**src/rtl/booth_mul_pkg.sv**
```systemverilog
// booth_mul_pkg: controller state encoding and radix-2 Booth decode constants
// shared by booth_mul_seq and the booth_addsub datapath.
package booth_mul_pkg;

    typedef enum logic [1:0] {
        IDLE  = 2'd0,
        EVAL  = 2'd1,
        SHIFT = 2'd2,
        DONE  = 2'd3
    } state_e;

    // Decode of {Q[0], Qm}: 01 adds M, 10 subtracts M, 00/11 leave A alone.
    localparam logic [1:0] BOOTH_NOP0 = 2'b00;
    localparam logic [1:0] BOOTH_ADD  = 2'b01;
    localparam logic [1:0] BOOTH_SUB  = 2'b10;
    localparam logic [1:0] BOOTH_NOP1 = 2'b11;

endpackage

```
**src/rtl/booth_addsub.sv**
```systemverilog
// booth_addsub: W-bit combinational add/subtract/pass selected by a Booth
// {Q0,Qm} decode; carry-out is discarded (modulo 2^W).
module booth_addsub
    import booth_mul_pkg::*;
#(
    parameter int W = 9
) (
    input  logic [W-1:0] a_i,
    input  logic [W-1:0] m_i,
    input  logic [1:0]   dec_i,
    output logic [W-1:0] sum_o
);

    always_comb begin
        sum_o = a_i;
        case (dec_i)
            BOOTH_ADD: sum_o = a_i + m_i;
            BOOTH_SUB: sum_o = a_i - m_i;
            default:   sum_o = a_i;
        endcase
    end

endmodule

```
**src/rtl/booth_mul_seq.sv**
```systemverilog
// booth_mul_seq: sequential radix-2 Booth multiplier with start/busy/done handshake.
// Optional macro BOOTH_MUL_OVF_EN adds the c_ovf overflow output.
module booth_mul_seq
    import booth_mul_pkg::*;
#(
    parameter int WIDTH = 8,
    parameter int CNT_W = $clog2(WIDTH + 2)
) (
    input  logic               c_clk,
    input  logic               c_reset,
    input  logic               c_start,
    input  logic               c_signed,
    input  logic [WIDTH-1:0]   c_multiplicand,
    input  logic [WIDTH-1:0]   c_multiplier,
    output logic               c_busy,
    output logic               c_done,
    output logic [2*WIDTH-1:0] c_product
`ifdef BOOTH_MUL_OVF_EN
    ,
    output logic               c_ovf
`endif
);

    localparam int W1 = WIDTH + 1;

    state_e               state_q, state_d;
    logic [W1-1:0]        a_q, a_d;
    logic [W1-1:0]        q_q, q_d;
    logic [W1-1:0]        m_q, m_d;
    logic                 qm_q, qm_d;
    logic [CNT_W-1:0]     cnt_q, cnt_d;
    logic [2*WIDTH-1:0]   prod_q, prod_d;
    logic [W1-1:0]        sum;
    logic [2*WIDTH-1:0]   finalProd;

`ifdef BOOTH_MUL_OVF_EN
    logic                 signed_q, signed_d;
    logic                 ovf_q, ovf_d;
    logic                 finalOvf;
`endif

    booth_addsub #(
        .W(W1)
    ) u_addsub (
        .a_i  (a_q),
        .m_i  (m_q),
        .dec_i({q_q[0], qm_q}),
        .sum_o(sum)
    );

    // Low 2*WIDTH bits of {A,Q} after the final arithmetic shift, taken straight from pre-shift A/Q.
    assign finalProd = {a_q[WIDTH-1:0], q_q[WIDTH:1]};

`ifdef BOOTH_MUL_OVF_EN
    always_comb begin
        if (signed_q) begin
            finalOvf = !((&finalProd[2*WIDTH-1:WIDTH-1]) || !(|finalProd[2*WIDTH-1:WIDTH-1]));
        end else begin
            finalOvf = |finalProd[2*WIDTH-1:WIDTH];
        end
    end
`endif

    always_comb begin
        state_d = state_q;
        a_d     = a_q;
        q_d     = q_q;
        m_d     = m_q;
        qm_d    = qm_q;
        cnt_d   = cnt_q;
        prod_d  = prod_q;
`ifdef BOOTH_MUL_OVF_EN
        signed_d = signed_q;
        ovf_d    = ovf_q;
`endif
        c_busy  = 1'b0;
        c_done  = 1'b0;

        unique case (state_q)
            IDLE: begin
                if (c_start) begin
                    m_d     = {c_signed & c_multiplicand[WIDTH-1], c_multiplicand};
                    q_d     = {c_signed & c_multiplier[WIDTH-1], c_multiplier};
                    a_d     = '0;
                    qm_d    = 1'b0;
                    cnt_d   = CNT_W'(W1);
`ifdef BOOTH_MUL_OVF_EN
                    signed_d = c_signed;
`endif
                    state_d = EVAL;
                end
            end
            EVAL: begin
                c_busy  = 1'b1;
                a_d     = sum;
                state_d = SHIFT;
            end
            SHIFT: begin
                c_busy = 1'b1;
                a_d    = {a_q[W1-1], a_q[W1-1:1]};
                q_d    = {a_q[0], q_q[W1-1:1]};
                qm_d   = q_q[0];
                cnt_d  = cnt_q - CNT_W'(1);
                if (cnt_q == CNT_W'(1)) begin
                    prod_d  = finalProd;
`ifdef BOOTH_MUL_OVF_EN
                    ovf_d   = finalOvf;
`endif
                    state_d = DONE;
                end else begin
                    state_d = EVAL;
                end
            end
            DONE: begin
                c_done  = 1'b1;
                state_d = IDLE;
            end
            default: state_d = IDLE;
        endcase
    end

    always_ff @(posedge c_clk) begin
        if (c_reset) begin
            state_q <= IDLE;
            a_q     <= '0;
            q_q     <= '0;
            m_q     <= '0;
            qm_q    <= 1'b0;
            cnt_q   <= '0;
            prod_q  <= '0;
`ifdef BOOTH_MUL_OVF_EN
            signed_q <= 1'b0;
            ovf_q    <= 1'b0;
`endif
        end else begin
            state_q <= state_d;
            a_q     <= a_d;
            q_q     <= q_d;
            m_q     <= m_d;
            qm_q    <= qm_d;
            cnt_q   <= cnt_d;
            prod_q  <= prod_d;
`ifdef BOOTH_MUL_OVF_EN
            signed_q <= signed_d;
            ovf_q    <= ovf_d;
`endif
        end
    end

    assign c_product = prod_q;
`ifdef BOOTH_MUL_OVF_EN
    assign c_ovf = ovf_q;
`endif

endmodule

```
**config.mk**
```make
export PLATFORM = sky130hd
export DESIGN_NAME = booth_mul_seq
export DESIGN_NICKNAME = d
export VERILOG_FILES = /design/src/rtl/booth_mul_pkg.sv /design/src/rtl/booth_addsub.sv /design/src/rtl/booth_mul_seq.sv
export SDC_FILE = /design/constraint.sdc
export NUM_CORES = 1
export LEC_CHECK = 0
export BUFFER_PORTS_ARGS = -buffer_cell sky130_fd_sc_hd__buf_2
export CORE_UTILIZATION = 50
export CTS_CLUSTER_DIAMETER = 200
export DETAILED_ROUTE_END_ITERATION = 10
export GPL_ROUTABILITY_DRIVEN = 0
export PLACE_DENSITY = 0.71
export SLEW_MARGIN = 10
export SYNTH_ARGS = -nofsm -noshare
export SYNTH_HDL_FRONTEND = slang
export SYNTH_SLANG_ARGS = --single-unit
```
**constraint.sdc**
```tcl
create_clock -name c_clk -period 3.5 [get_ports c_clk]
set_clock_uncertainty 0.1 [all_clocks]
set_input_delay 0.175 -clock c_clk [delete_from_list [all_inputs] [get_ports c_clk]]
set_output_delay 0.175 -clock c_clk [all_outputs]
set_load 0.01 [all_outputs]
```
== After elaboration in Yosys (flattened, before gate mapping) ==
Index checks and enable logic that the tools add are counted.
Widths: inputs -> output; s select.
Word-level totals
  logic and storage cells: 46
  bits in writable memories: 0
  bits in read-only memories: 0
  output and inout port bits: 18
  memories: 0
  latch bits: 0
  flip-flop bits (word level): 50
Operators by class
  multiply operators: 0
  bitwise operators: 3
  $add $sub $neg: 3
  shift operators: 0
  multiplexer cells: 14
  equality and inequality tests: 8
  $lt $le $gt $ge: 0
  div/mod/pow operators: 0
  reduce and logical (&&, ||, !) cells: 10
Operators by type and width (count)
  $pmux 9 s2: 2
  $pmux 9 s3: 1
  $mux 9: 2
  $add 9x9->9: 1
  $sub 9x9->9: 1
  $pmux 2 s4: 1
  $pmux 4 s2: 1
  $eq 2x2->1 const B: 3
  $reduce_and 2->1: 3
  $eq 2x1->1 const B: 2
  $eq 4x1->1 const B: 1
  $mux 2: 2
  $mux 4: 1
  $reduce_and 4->1: 1
  $reduce_bool 2->1: 2
  $sub 4x1->4 const B: 1
  $mux 1: 3
  $ne 3x1->1 const B: 1
  $reduce_and 3->1: 1
  $reduce_bool 3->1: 1
  $and 1x1->1: 2
  $logic_not 2->1: 1
  $ne 2x2->1 const B: 1
  $pmux 1 s2: 1
  other kinds (2): 2

== Depth between registers and ports, before layout ==
  depth after elaboration: 3
  depth in mapped cells: 11
  mapped depth without buffers: 11

== Cells and area by module ==
Synthesis repeated with hierarchy kept, for this count alone.
Unflattened totals
  cell total of the unflattened synthesis: 327
  area, all modules: 2845.2 µm²
By module, submodules not included
  booth_mul_seq: seq. area each 1001.0 µm², area an instance 2175.8 µm², cells an instance 234, times used 1
  booth_addsub: seq. area each 0.0 µm², area an instance 669.4 µm², cells an instance 93, times used 1

== Worst setup path before layout ==
Ideal clock, no wire load.
  kind: register to register
  start: reg q_q[0]
  end: reg a_q[5]
  period minus slack after synthesis: 2.585 ns
  path buffers: 1
  arrival time: 2.398 ns
  library setup time: 0.087 ns
  path slack: 0.915 ns
  data required time: 3.313 ns
  stages on the path, launching flop included: 12
  cell sequence: dfxtp_1 -> nor2b_1 -> clkbuf_1 -> mux2_2 -> inv_1 -> ha_1 -> nor2b_1 -> o21ai_0 -> nand2_1 -> a21oi_1 -> mux2_2 -> o31ai_1
Between the ends
  cells in the longest elaborated chain, start to end: 3
  elaborated cells on any way between the ends: 6
  classes of those cells: eq/ne: 3; mux: 2; reduce/logical: 1
Ends and longest elaborated chain
  start: declaration: line booth_mul_seq.sv:28  | logic [W1-1:0] q_q, q_d;
  start signal: assignment: line booth_mul_seq.sv:138  | q_q <= q_d;
  $eq 2x2->1 or $eq 2x1->1 (tied branches): line booth_addsub.sv:16  | case (dec_i)
  $pmux 9 s2 or $ne 3x1->1 (tied branches)
  $pmux 9 s3 or $reduce_and 3->1 (tied branches)
  end signal: assignment: line booth_mul_seq.sv:125  | a_q <= '0;
  end signal: assignment: line booth_mul_seq.sv:137  | a_q <= a_d;
  end: declaration: line booth_mul_seq.sv:27  | logic [W1-1:0] a_q, a_d;
Parallel ways exist; a longest one is shown, timed or not.
A chain may end at the register's enable or synchronous reset.

== Worst setup path in the final report ==
Ends and elaborated chain as after synthesis.

==> reports/qor.csv <==
metric,value,unit
status,"complete, no violations",
final_area,2980,µm²
cts_setup_buffers,0,
synth_enable_flop_cells,0,
register_share_of_total_power,38.5,%
diodes,0,
first_pass_grt_wire_length,8790,µm
floorplan.io_pins,38,
cts_buffers,5,
grt_start_max_net_pins,48,
clkSlewWorstSetupHoldPaths,0.09,ns
initial_antenna_violation_count,0,
cp.arrival,2.95,ns
start_kind,register,
placeableCoreArea,5070,µm²
cts_max_path_buffers,2,
detail_route.wirelength,5300,µm
synth.cell_area,2630,µm²
ctsRootBufferMaster,sky130_fd_sc_hd__clkbuf_8,
synthToLayoutAreaGrowth,13.6,%
rows,26,
power.combinational.fraction,43.6,%
cts_tree,done,
final_util,58.8,%
yosysWarnings,0,
power.clock.fraction,17.8,%
drt_first_iter_violations,95,
dr_pass1_iterations,4,
crit_required,3.62,ns
worst_setup_path_end_kind,register,
clock-sinks,50,
syn-num-nets,361,
synthDistinctLibCells,46,
global_route_usage_over_all_layers,20.5,%
finalSetupViolations,0,
die_width,74.5,µm
syn_area_per_cell,8.08,µm²
ir_drop,0.000289,V
final-hold-violation-count,0,
vias_per_cell,5.19,
count_of_input_and_output_buffers,37,
ys.flop_type,sky130_fd_sc_hd__dfxtp_1,
finalCriticalPeriod,2.83,ns
timing.setup.critical_path_class,reg2reg,
p_per_area,619,nW/µm²
half_perimeter_wire_length_after_placement,3810,µm
share_of_the_cycle_needed_by_the_critical_path_after_routing,80.8,%
remaining_drc_errors,0,
power_switching,0.719,mW
filler_cell_count,490,
rsz0062_at_grt,false,
starting_utilization_of_the_core_area,51.8,%
num_vias,2231,
drive_gt1_share,15.6,%
ant_nets,0,
dieHeight,74.5,µm
num-nets-final,395,
layout.cells.most_common_list,"sky130_fd_sc_hd__nand2_1 (67), sky130_fd_sc_hd__dfxtp_1 (50), sky130_fd_sc_hd__a21oi_1 (37), sky130_fd_sc_hd__buf_2 (37), sky130_fd_sc_hd__nor2_1 (25)",
gr-total-overflow,0,
synth_cells,325,
max_slew_margin,53.5,%
die_ar,5550,µm²
placed_cell_area,2840,µm²
slew_violations,0,
worstMarginPinSlew,0.697,ns
clock.fmax,0.354,GHz
power.switching_fraction,38.9,%
ys_seq_elements,50,
power.internal,1.13,mW
power.leakage,1.16,nW
htreeDepth,2,
holdCritPathClass,in2reg,
synthArstFlopShare,0,%
routedWlPerCell,12.3,µm
setup_tns,0,ns
layout.cells.most_common,sky130_fd_sc_hd__nand2_1,
proportion_of_synthesized_chip_area_in_sequential_cells,38.1,%
worst_skew_pair.late_latency,0.30,ns
first_global_vias,1933,
maxCapViolCount,0,
crit_fanout,8,
-- per-layer routing --
| layer | up-vias | share of wire (%) | GRT usage, % |
|---|---|---|---|
| li1 | 1191 | - | - |
| met1 | 992 | 52 | 29.4 |
| met2 | 42 | 43 | 31.5 |
| met3 | 6 | 3.7 | 4.47 |
| met4 | 0 | 1.1 | 4.82 |
| met5 | - | 0 | 0 |
-- state kept, by name, summed over array words and instances (netlist names) --
register,cells
c_product,16
a_q,9
m_q,9
q_q,9
qm_q,1
cnt_q,4
state_q,2
-- logic make-up (layout without fill, tap and decap cells) --
family / count (synthesis) / in the layout / synth area share (%)
compound gates: 81 / 81 / 20.2
xor+xnor: 13 / 13 / 4.34
fa+ha+maj: 16 / 16 / 7.91
buf+inv: 31 / 66 / 4.81
flops: 50 / 50 / 38.1
mux: 12 / 12 / 4.67
simple gates: 122 / 122 / 20.0
-- worst max-delay path, cell delays in order (launching register included) --
cell                      delay, ns
sky130_fd_sc_hd__dfxtp_1       0.38
sky130_fd_sc_hd__nor2b_1       0.43
sky130_fd_sc_hd__mux2_2        0.42
sky130_fd_sc_hd__inv_1         0.06
sky130_fd_sc_hd__ha_1          0.21
sky130_fd_sc_hd__nor2b_1       0.13
sky130_fd_sc_hd__o21ai_0       0.21
sky130_fd_sc_hd__nand2_1       0.12
sky130_fd_sc_hd__a21oi_1       0.17
sky130_fd_sc_hd__mux2_2        0.35
sky130_fd_sc_hd__o31ai_1       0.17
-- through the flow --
stage / power [mW] / hold WS, ns / std cells / worst slack (ns)
6_report: 1.85 / 0.0107 / 430 / 0.673
5_1_grt: 1.99 / 0.0104 / 430 / 0.426
4_1_cts: 1.86 / 0.00362 / 430 / 0.674
3_5_place_dp: 1.52 / 0.320 / 416 / 0.706
3_3_place_gp: 1.50 / 0.315 / 416 / 0.736
2_1_floorplan: 1.38 / 0.211 / 325 / 0.915
-- Yosys cell counts, types with 2 or more instances --
library cell | number | share of area, %
sky130_fd_sc_hd__o21ai_0 | 9 | 1.7
sky130_fd_sc_hd__o31ai_1 | 3 | 0.86
sky130_fd_sc_hd__a32oi_1 | 2 | 0.67
sky130_fd_sc_hd__nand3_1 | 7 | 1.3
sky130_fd_sc_hd__inv_1 | 13 | 1.9
sky130_fd_sc_hd__clkbuf_1 | 11 | 1.6
sky130_fd_sc_hd__nand2_1 | 67 | 9.6
sky130_fd_sc_hd__nor4_1 | 2 | 0.48
sky130_fd_sc_hd__nor3_1 | 7 | 1.3
sky130_fd_sc_hd__buf_2 | 5 | 0.95
sky130_fd_sc_hd__dfxtp_1 | 50 | 38
sky130_fd_sc_hd__mux2i_1 | 10 | 3.8
sky130_fd_sc_hd__nor2_1 | 25 | 3.6
sky130_fd_sc_hd__nand2b_1 | 2 | 0.48
sky130_fd_sc_hd__a311oi_1 | 2 | 0.67
sky130_fd_sc_hd__xor2_1 | 3 | 1.0
sky130_fd_sc_hd__xnor2_1 | 10 | 3.3
sky130_fd_sc_hd__ha_1 | 15 | 7.1
sky130_fd_sc_hd__o21a_1 | 2 | 0.57
sky130_fd_sc_hd__a21oi_1 | 37 | 7.1
sky130_fd_sc_hd__nor2b_1 | 4 | 0.95
sky130_fd_sc_hd__a31oi_1 | 3 | 0.71
sky130_fd_sc_hd__a211oi_1 | 9 | 2.6
sky130_fd_sc_hd__mux2_2 | 2 | 0.86
sky130_fd_sc_hd__a22oi_1 | 3 | 0.86
sky130_fd_sc_hd__nand3b_1 | 2 | 0.57
-- worst paths after layout --
| kind | from | to | slack (ns) | cells after the start |
|---|---|---|---|---|
| max reg2reg | q_q[0]$_SDFFE_PP0P_ | a_q[5]$_SDFFE_PP0P_ | 0.67 | 10 |
| min | c_multiplicand[5] | m_q[5]$_SDFFE_PP0P_ | 0.01 | 3 |
| min reg2reg | c_product[6]$_SDFFE_PP0P_ | c_product[6]$_SDFFE_PP0P_ | 0.35 | 2 |
| max | q_q[0]$_SDFFE_PP0P_ | a_q[5]$_SDFFE_PP0P_ | 0.67 | 10 |
-- power groups by stage --
stage | logic [mW] | clock network, mW | registers, mW
floorplan | 0.670 | 0 | 0.707
global placement | 0.783 | 0 | 0.721
detailed placement | 0.794 | 0 | 0.725
CTS | 0.805 | 0.343 | 0.711
global route | 0.905 | 0.365 | 0.724
finish | 0.806 | 0.329 | 0.712
-- what timing repair did --
item,CTS,global route
hold buffers,6,0
resized for setup,0,0
endpoints found under the hold margin,6,0
-- cell type report --
class	count	area (µm²)	share of cell area, %
clock buffer	6	72.6	2.43
clock inverter	2	13.8	0.461
inverter	13	48.8	1.64
multi-input combinational	244	1500	50.3
sequential	50	1000	33.6
tap	70	87.6	2.94
timing repair buffer	45	260	8.72
No activity file was read; power rests on OpenSTA's default activity.
